[src/rtl/imu_spi_sequencer.sv]
// SB_SPI register-level sequencer: one-time init, then CS/command/data-byte bursts over the system bus.
// Optional SPI_SEQ_TIMEOUT_EN bounds SPISR polling per byte and raises a sticky err_timeout.
module imu_spi_sequencer #(
    parameter logic [23:0] SPI_BASE  = 24'h030000,
    parameter logic [7:0]  BR_VAL    = 8'h05,
    parameter logic [7:0]  CR2_VAL   = 8'hC0,
    parameter logic [7:0]  CS_ON_VAL = 8'h0E,
    parameter int          LEN_W     = 4,
    parameter logic [15:0] POLL_MAX  = 16'd1023
) (
    input  logic             clock,
    input  logic             reset,
    input  logic             start,
    input  logic [6:0]       rd_addr,
    input  logic [LEN_W-1:0] rd_len,
    output logic             busy,
    output logic             done,
    output logic [7:0]       rx_data,
    output logic             rx_valid,
    output logic             err_timeout,
    output logic [23:0]      address,
    output logic [31:0]      write_data,
    output logic [3:0]       wstrb,
    output logic             valid,
    input  logic             ready,
    input  logic [31:0]      read_data,
    output logic [3:0]       state_dbg
);
    // Bus handshake: a request is held stable while valid=1 and ready=0; it completes on the
    // cycle ready is sampled 1, and a new request starts only once ready is sampled 0 again.
    typedef enum logic [3:0] {
        S_INIT_CR1, S_INIT_BR, S_INIT_CR2, S_IDLE, S_CS_ON,
        S_TX, S_POLL, S_RX, S_CS_OFF, S_DONE
    } state_t;

    state_t           state, state_n;
    logic             valid_n;
    logic [23:0]      address_n;
    logic [31:0]      write_data_n;
    logic [3:0]       wstrb_n;
    logic [6:0]       addr_q, addr_n;
    logic [LEN_W-1:0] len_q, len_n, cnt_q, cnt_n, cnt_inc;
    logic             cmd_q, cmd_n;
    logic [7:0]       rx_data_n;
    logic             rx_valid_n;
    logic [3:0]       acc_reg;
    logic [7:0]       acc_data;
    logic             acc_wr;
    logic             is_access, ack;
`ifdef SPI_SEQ_TIMEOUT_EN
    logic [15:0]      poll_cnt, poll_n;
    logic             err_q, err_n;
    logic             unused_bits;
    assign unused_bits = ^read_data[31:8];
    assign err_timeout = err_q;
`else
    logic             unused_bits;
    assign unused_bits = ^{read_data[31:8], POLL_MAX};
    assign err_timeout = 1'b0;
`endif

    assign busy      = (state != S_IDLE);
    assign done      = (state == S_DONE);
    assign state_dbg = state;
    assign is_access = (state != S_IDLE) && (state != S_DONE);
    assign ack       = is_access && valid && ready;
    assign cnt_inc   = cnt_q + {{(LEN_W-1){1'b0}}, 1'b1};

    // Register and value of the bus access belonging to each access state.
    always_comb begin
        acc_reg  = 4'h0;
        acc_data = 8'h00;
        acc_wr   = 1'b1;
        case (state)
            S_INIT_CR1: begin acc_reg = 4'h9; acc_data = 8'h80;     end
            S_INIT_BR:  begin acc_reg = 4'hB; acc_data = BR_VAL;    end
            S_INIT_CR2: begin acc_reg = 4'hA; acc_data = CR2_VAL;   end
            S_CS_ON:    begin acc_reg = 4'hF; acc_data = CS_ON_VAL; end
            S_TX:       begin acc_reg = 4'hD; acc_data = cmd_q ? {1'b1, addr_q} : 8'h00; end
            S_POLL:     begin acc_reg = 4'hC; acc_wr = 1'b0; end
            S_RX:       begin acc_reg = 4'hE; acc_wr = 1'b0; end
            S_CS_OFF:   begin acc_reg = 4'hF; acc_data = 8'h0F;     end
            default: ;
        endcase
    end

    always_comb begin
        state_n      = state;
        valid_n      = valid;
        address_n    = address;
        write_data_n = write_data;
        wstrb_n      = wstrb;
        addr_n       = addr_q;
        len_n        = len_q;
        cnt_n        = cnt_q;
        cmd_n        = cmd_q;
        rx_data_n    = rx_data;
        rx_valid_n   = 1'b0;
`ifdef SPI_SEQ_TIMEOUT_EN
        poll_n       = poll_cnt;
        err_n        = err_q;
`endif
        if (is_access && !valid && !ready) begin
            valid_n      = 1'b1;
            address_n    = SPI_BASE + {18'd0, acc_reg, 2'b00};
            write_data_n = {24'd0, acc_data};
            wstrb_n      = {3'b000, acc_wr};
        end
        if (ack) valid_n = 1'b0;

        case (state)
            S_INIT_CR1: if (ack) state_n = S_INIT_BR;
            S_INIT_BR:  if (ack) state_n = S_INIT_CR2;
            S_INIT_CR2: if (ack) state_n = S_IDLE;
            S_IDLE: begin
                if (start) begin
                    addr_n  = rd_addr;
                    len_n   = (rd_len == '0) ? {{(LEN_W-1){1'b0}}, 1'b1} : rd_len;
                    cnt_n   = '0;
                    cmd_n   = 1'b1;
                    state_n = S_CS_ON;
                end
            end
            S_CS_ON: if (ack) state_n = S_TX;
            S_TX: begin
                if (ack) begin
                    state_n = S_POLL;
`ifdef SPI_SEQ_TIMEOUT_EN
                    poll_n  = 16'd0;
`endif
                end
            end
            S_POLL: begin
                if (ack) begin
                    if (read_data[3]) begin
                        state_n = S_RX;
                    end
`ifdef SPI_SEQ_TIMEOUT_EN
                    else if (poll_cnt == POLL_MAX - 16'd1) begin
                        err_n   = 1'b1;
                        state_n = S_CS_OFF;
                    end else begin
                        poll_n  = poll_cnt + 16'd1;
                    end
`endif
                end
            end
            S_RX: begin
                if (ack) begin
                    // The byte clocked in during the command byte is meaningless and dropped.
                    if (cmd_q) begin
                        cmd_n   = 1'b0;
                        state_n = S_TX;
                    end else begin
                        rx_valid_n = 1'b1;
                        rx_data_n  = read_data[7:0];
                        cnt_n      = cnt_inc;
                        state_n    = (cnt_inc == len_q) ? S_CS_OFF : S_TX;
                    end
                end
            end
            S_CS_OFF: if (ack) state_n = S_DONE;
            S_DONE:   state_n = S_IDLE;
            default:  state_n = S_INIT_CR1;
        endcase
    end

    always_ff @(posedge clock or posedge reset) begin
        if (reset) begin
            state      <= S_INIT_CR1;
            valid      <= 1'b0;
            address    <= 24'd0;
            write_data <= 32'd0;
            wstrb      <= 4'd0;
            addr_q     <= 7'd0;
            len_q      <= '0;
            cnt_q      <= '0;
            cmd_q      <= 1'b0;
            rx_data    <= 8'd0;
            rx_valid   <= 1'b0;
`ifdef SPI_SEQ_TIMEOUT_EN
            poll_cnt   <= 16'd0;
            err_q      <= 1'b0;
`endif
        end else begin
            state      <= state_n;
            valid      <= valid_n;
            address    <= address_n;
            write_data <= write_data_n;
            wstrb      <= wstrb_n;
            addr_q     <= addr_n;
            len_q      <= len_n;
            cnt_q      <= cnt_n;
            cmd_q      <= cmd_n;
            rx_data    <= rx_data_n;
            rx_valid   <= rx_valid_n;
`ifdef SPI_SEQ_TIMEOUT_EN
            poll_cnt   <= poll_n;
            err_q      <= err_n;
`endif
        end
    end
endmodule

[config.mk]
export PLATFORM = sky130hd
export DESIGN_NAME = imu_spi_sequencer
export DESIGN_NICKNAME = d
export VERILOG_FILES = /design/src/rtl/imu_spi_sequencer.sv
export SDC_FILE = /design/constraint.sdc
export NUM_CORES = 1
export LEC_CHECK = 0
export CORE_AREA = 2 2 86 88
export CTS_CLUSTER_DIAMETER = 40
export CTS_CLUSTER_SIZE = 28
export DETAILED_ROUTE_END_ITERATION = 10
export DIE_AREA = 0 0 88 90
export PLACE_DENSITY = 0.76
export RECOVER_POWER = 25
export SYNTH_ARGS = -nofsm -noshare
export SYNTH_HDL_FRONTEND = slang
export SYNTH_SLANG_ARGS = --single-unit
[constraint.sdc]
create_clock -name clock -period 1.7 [get_ports clock]
set_input_delay 0.34 -clock clock [delete_from_list [all_inputs] [get_ports clock]]
set_output_delay 0.34 -clock clock [all_outputs]
set_load 0.01 [all_outputs]
==> summary.txt <==
Route
  • DRT Pass-1 Iters: 4
  • Post-Route WL: 5.62 mm
  • Via density: 4.55
  • First DRT Iteration DRCs: 121
  • DRC: 0
  • Vias after detailed routing: 2037
  • WL/cell: 12.5 um
  • Routed Antenna Nets: 0

Hold path
  • Min-Delay Path Class: input pin to asynchronous set/reset pin

Clock network
  • CTS max path bufs: 2
  • Root Buffer Master: clkbuf_8
  • Post-CTS Hold Buffers: 0
  • H-tree levels: 2
  • Clock-pin slew on the worst setup and hold paths: 90 ps
  • CTS tree: built
  • Total CTS buffers: 5
  • Clock sink total: 44
  • Skew-Pair Late Insertion Delay: 300 ps

STA
  • Relative slew slack: a little over half
  • RSZ-0062 raised after global routing: yes
  • Final Max Slew Viols: 0
  • Fmax: 0.574 GHz
  • Final hold vios: 0
  • Final Worst Setup Slack: -43.5 ps
  • Clk_skew: 8.94 ps
  • Fin crit share: 103%
  • Tmin final: approximately 1700 ps
  • Worst-Margin Slew: 717 ps
  • Setup violators final: 11

Placement
  • Setup WS pre-CTS: -193 ps
  • Post-DP HPWL: 4.01 mm
  • Post-placement cell area: roughly 3100 um2
  • Final GP Congestion: 0.903
  • Number of I/O port buffers: 53

Synthesis
  • Post-synth top area cell: dfrtp_1
  • Post-synth EDFFs: 0
  • Cell count after synthesis: between 200 and 300
  • Ys Warns: 0
  • Post-Syn Area: 2520 um2
  • Synth cell types: 47
  • Register area share after synthesis: between 40 and 50%
  • Post-synth top flop: dfrtp_1
  • #FFs+latches synth: 44
  • Syn_area_per_cell: 9.45 um2
  • Area contributors post-synth: dfrtp_1 (44%), buf_4 (14%), nand2_1 (7.1%)
  • Ys async rst share: 100%
  • Synth top area share: a little over two fifths

Status
  • Status: finished, violations left
  • Failing checks: negative setup slack

Worst setup path
  • Worst r2r dst: rx_data[6]
  • CP Cell Sequence: buf_6, nand3b_4, nor4_4, buf_4, buf_12, mux2_2
  • CP endpoint kind: flop
  • CP Launch Type: flop
  • CP Class: flop to flop
  • Reg2reg start: state_dbg[3]
  • Arr. time, crit path: 1930 ps
  • CP Max Fanout: 7
  • Req. time, crit path: ~1900 ps
  • Crit path largest cell delay: 430 ps
  • Crit path max-delay family: buffers and inverters
  • Flop2flop setup slack: -40 ps
  • Worst R2R Path Depth: 6
  • Worst Path Buf+Inv: 3
  • Crit-path slowest cell: dfrtp_1

Layout
  • Filler Cell Count: about 660
  • Nets: 396
  • Most frequent cells in the layout: nand2_1 (48), clkdlybuf4s50_1 (47), conb_1 (46)
  • Share of cells above drive strength 1: 20.3%
  • Antenna diodes: 0
  • Most common cell after layout, fill and taps aside: nand2_1
  • Utilization after layout: 48.3%
  • Area Growth Syn to Fin: 34.5%
  • Finished Cell Area: 3390 um2

GRT
  • Vias in the first global route: 1843
  • Largest net degree at the start of global routing: 29
  • First-pass GRT wire length: 8.36 mm
  • Remaining Overflow, GRT: 0
  • GRT Total Usage: 13.0%
  • Initial antenna violation count: 0

Floorplanning
  • Die ar.: 7920 um2
  • Die height: 90 um
  • Die Wd: 88 um
  • Core Footprint: 7020 um2
  • Initial Utilization: 35.9%
  • Row cnt: 31
  • I/O Pins: 124

Power
  • PD cells: 1510 nW/um2
  • Leakage: 1.60 nW
  • Pwr Total: between 5 and 6 mW
  • Peak supply drop: around 0.9 mV

Job
  • Max-Cap Viols: 0
==> worst register-to-register path, stage by stage, from the launching register on <==
cell and delay (ps):
dfrtp_1 430, buf_6 140, nand3b_4 170, nor4_4 230
buf_4 190, buf_12 140, mux2_2 330
==> cell families (layout without fill, tap and decap cells) <==
group           count (synthesis)  after routing  synth area share [%]
other cells                     1             46                 0.149
simple gates                   88             88                  17.2
fa+ha+maj                       1              1                 0.496
compound gates                 48             48                  12.5
xor+xnor                       10             10                  4.07
flops                          44             44                  43.7
buf+inv                        65            102                  17.6
mux                            10             10                  4.41
==> area by class of cell <==
class,instances,area (um2),share of cell area [%]
clock buffer,5,68.8,2.03
inverter,5,18.8,0.553
multi-input combinational,203,1210,35.8
sequential,44,1100,32.5
timing repair buffer,89,816,24.0
tap,99,124,3.65
clock inverter,3,47.5,1.40
==> report_power, final <==
part	leakage (nW)	switching (mW)	internal (mW)	total, mW
Combinational	0.990	1.19	1.36	2.55
Sequential	0.555	0.267	1.47	1.74
Clock	0.0583	0.380	0.443	0.822
Total	1.60	1.84	3.27	5.11
==> how the worst max path moves through the flow <==
| stage | from | end | depth (start not counted) |
|---|---|---|---|
| 2_1_floorplan | state_dbg[3] | rx_data[0] | 5 |
| 3_3_place_gp | ready | cnt_q[0] | 6 |
| 3_5_place_dp | ready | cnt_q[0] | 6 |
| 4_1_cts | state_dbg[3] | busy | 3 |
| 5_1_grt | cnt_q[0] | state_dbg[2] | 5 |
| 6_report | state_dbg[3] | rx_data[6] | 6 |
==> metal layers <==
layer	routed length (um)	track usage, %
met4	40	3.08
met3	412	4.41
met2	2850	21.8
met1	2310	16.1
met5	0	0
==> synthesized netlist by cell type (2+ instances only) <==
master / instances
o21ai_0: 14
a21o_1: 2
dfrtp_1: 44
nor3b_1: 2
a32o_1: 2
xnor2_1: 6
a22o_1: 4
nor3_1: 7
inv_1: 4
a21oi_1: 10
a31oi_1: 2
nand2_1: 48
buf_2: 7
xor2_1: 3
o41ai_1: 3
o22ai_1: 2
nand2b_1: 2
buf_6: 2
o21a_1: 3
mux2_2: 8
nor4_1: 2
and3_1: 2
nor2_1: 11
clkbuf_1: 4
buf_4: 47
nor2b_1: 5
==> through the flow <==
stage / hold WS, ps / setup TNS, ps / instances
floorplan: 425 / -53.7 / 312
global placement: 460 / -1920 / 429
detailed placement: 467 / -2310 / 429
CTS: 310 / -33.3 / 439
global route: 446 / -441 / 448
finish: 429 / -206 / 448
==> what timing repair did <==
action,in CTS,in global routing
gates resized for setup,9,27
setup buffers,2,7
endpoints found under the setup margin,5,24
pin swaps,0,4
cloned,0,2
==> flip-flops by register name, indices dropped and copies added (netlist names) <==
signal      cells
state_dbg       4
len_q           4
addr_q          7
valid           1
wstrb           1
cmd_q           1
address         5
rx_valid        1
cnt_q           4
write_data      8
rx_data         8
No activity file was read; power rests on OpenSTA's default activity.
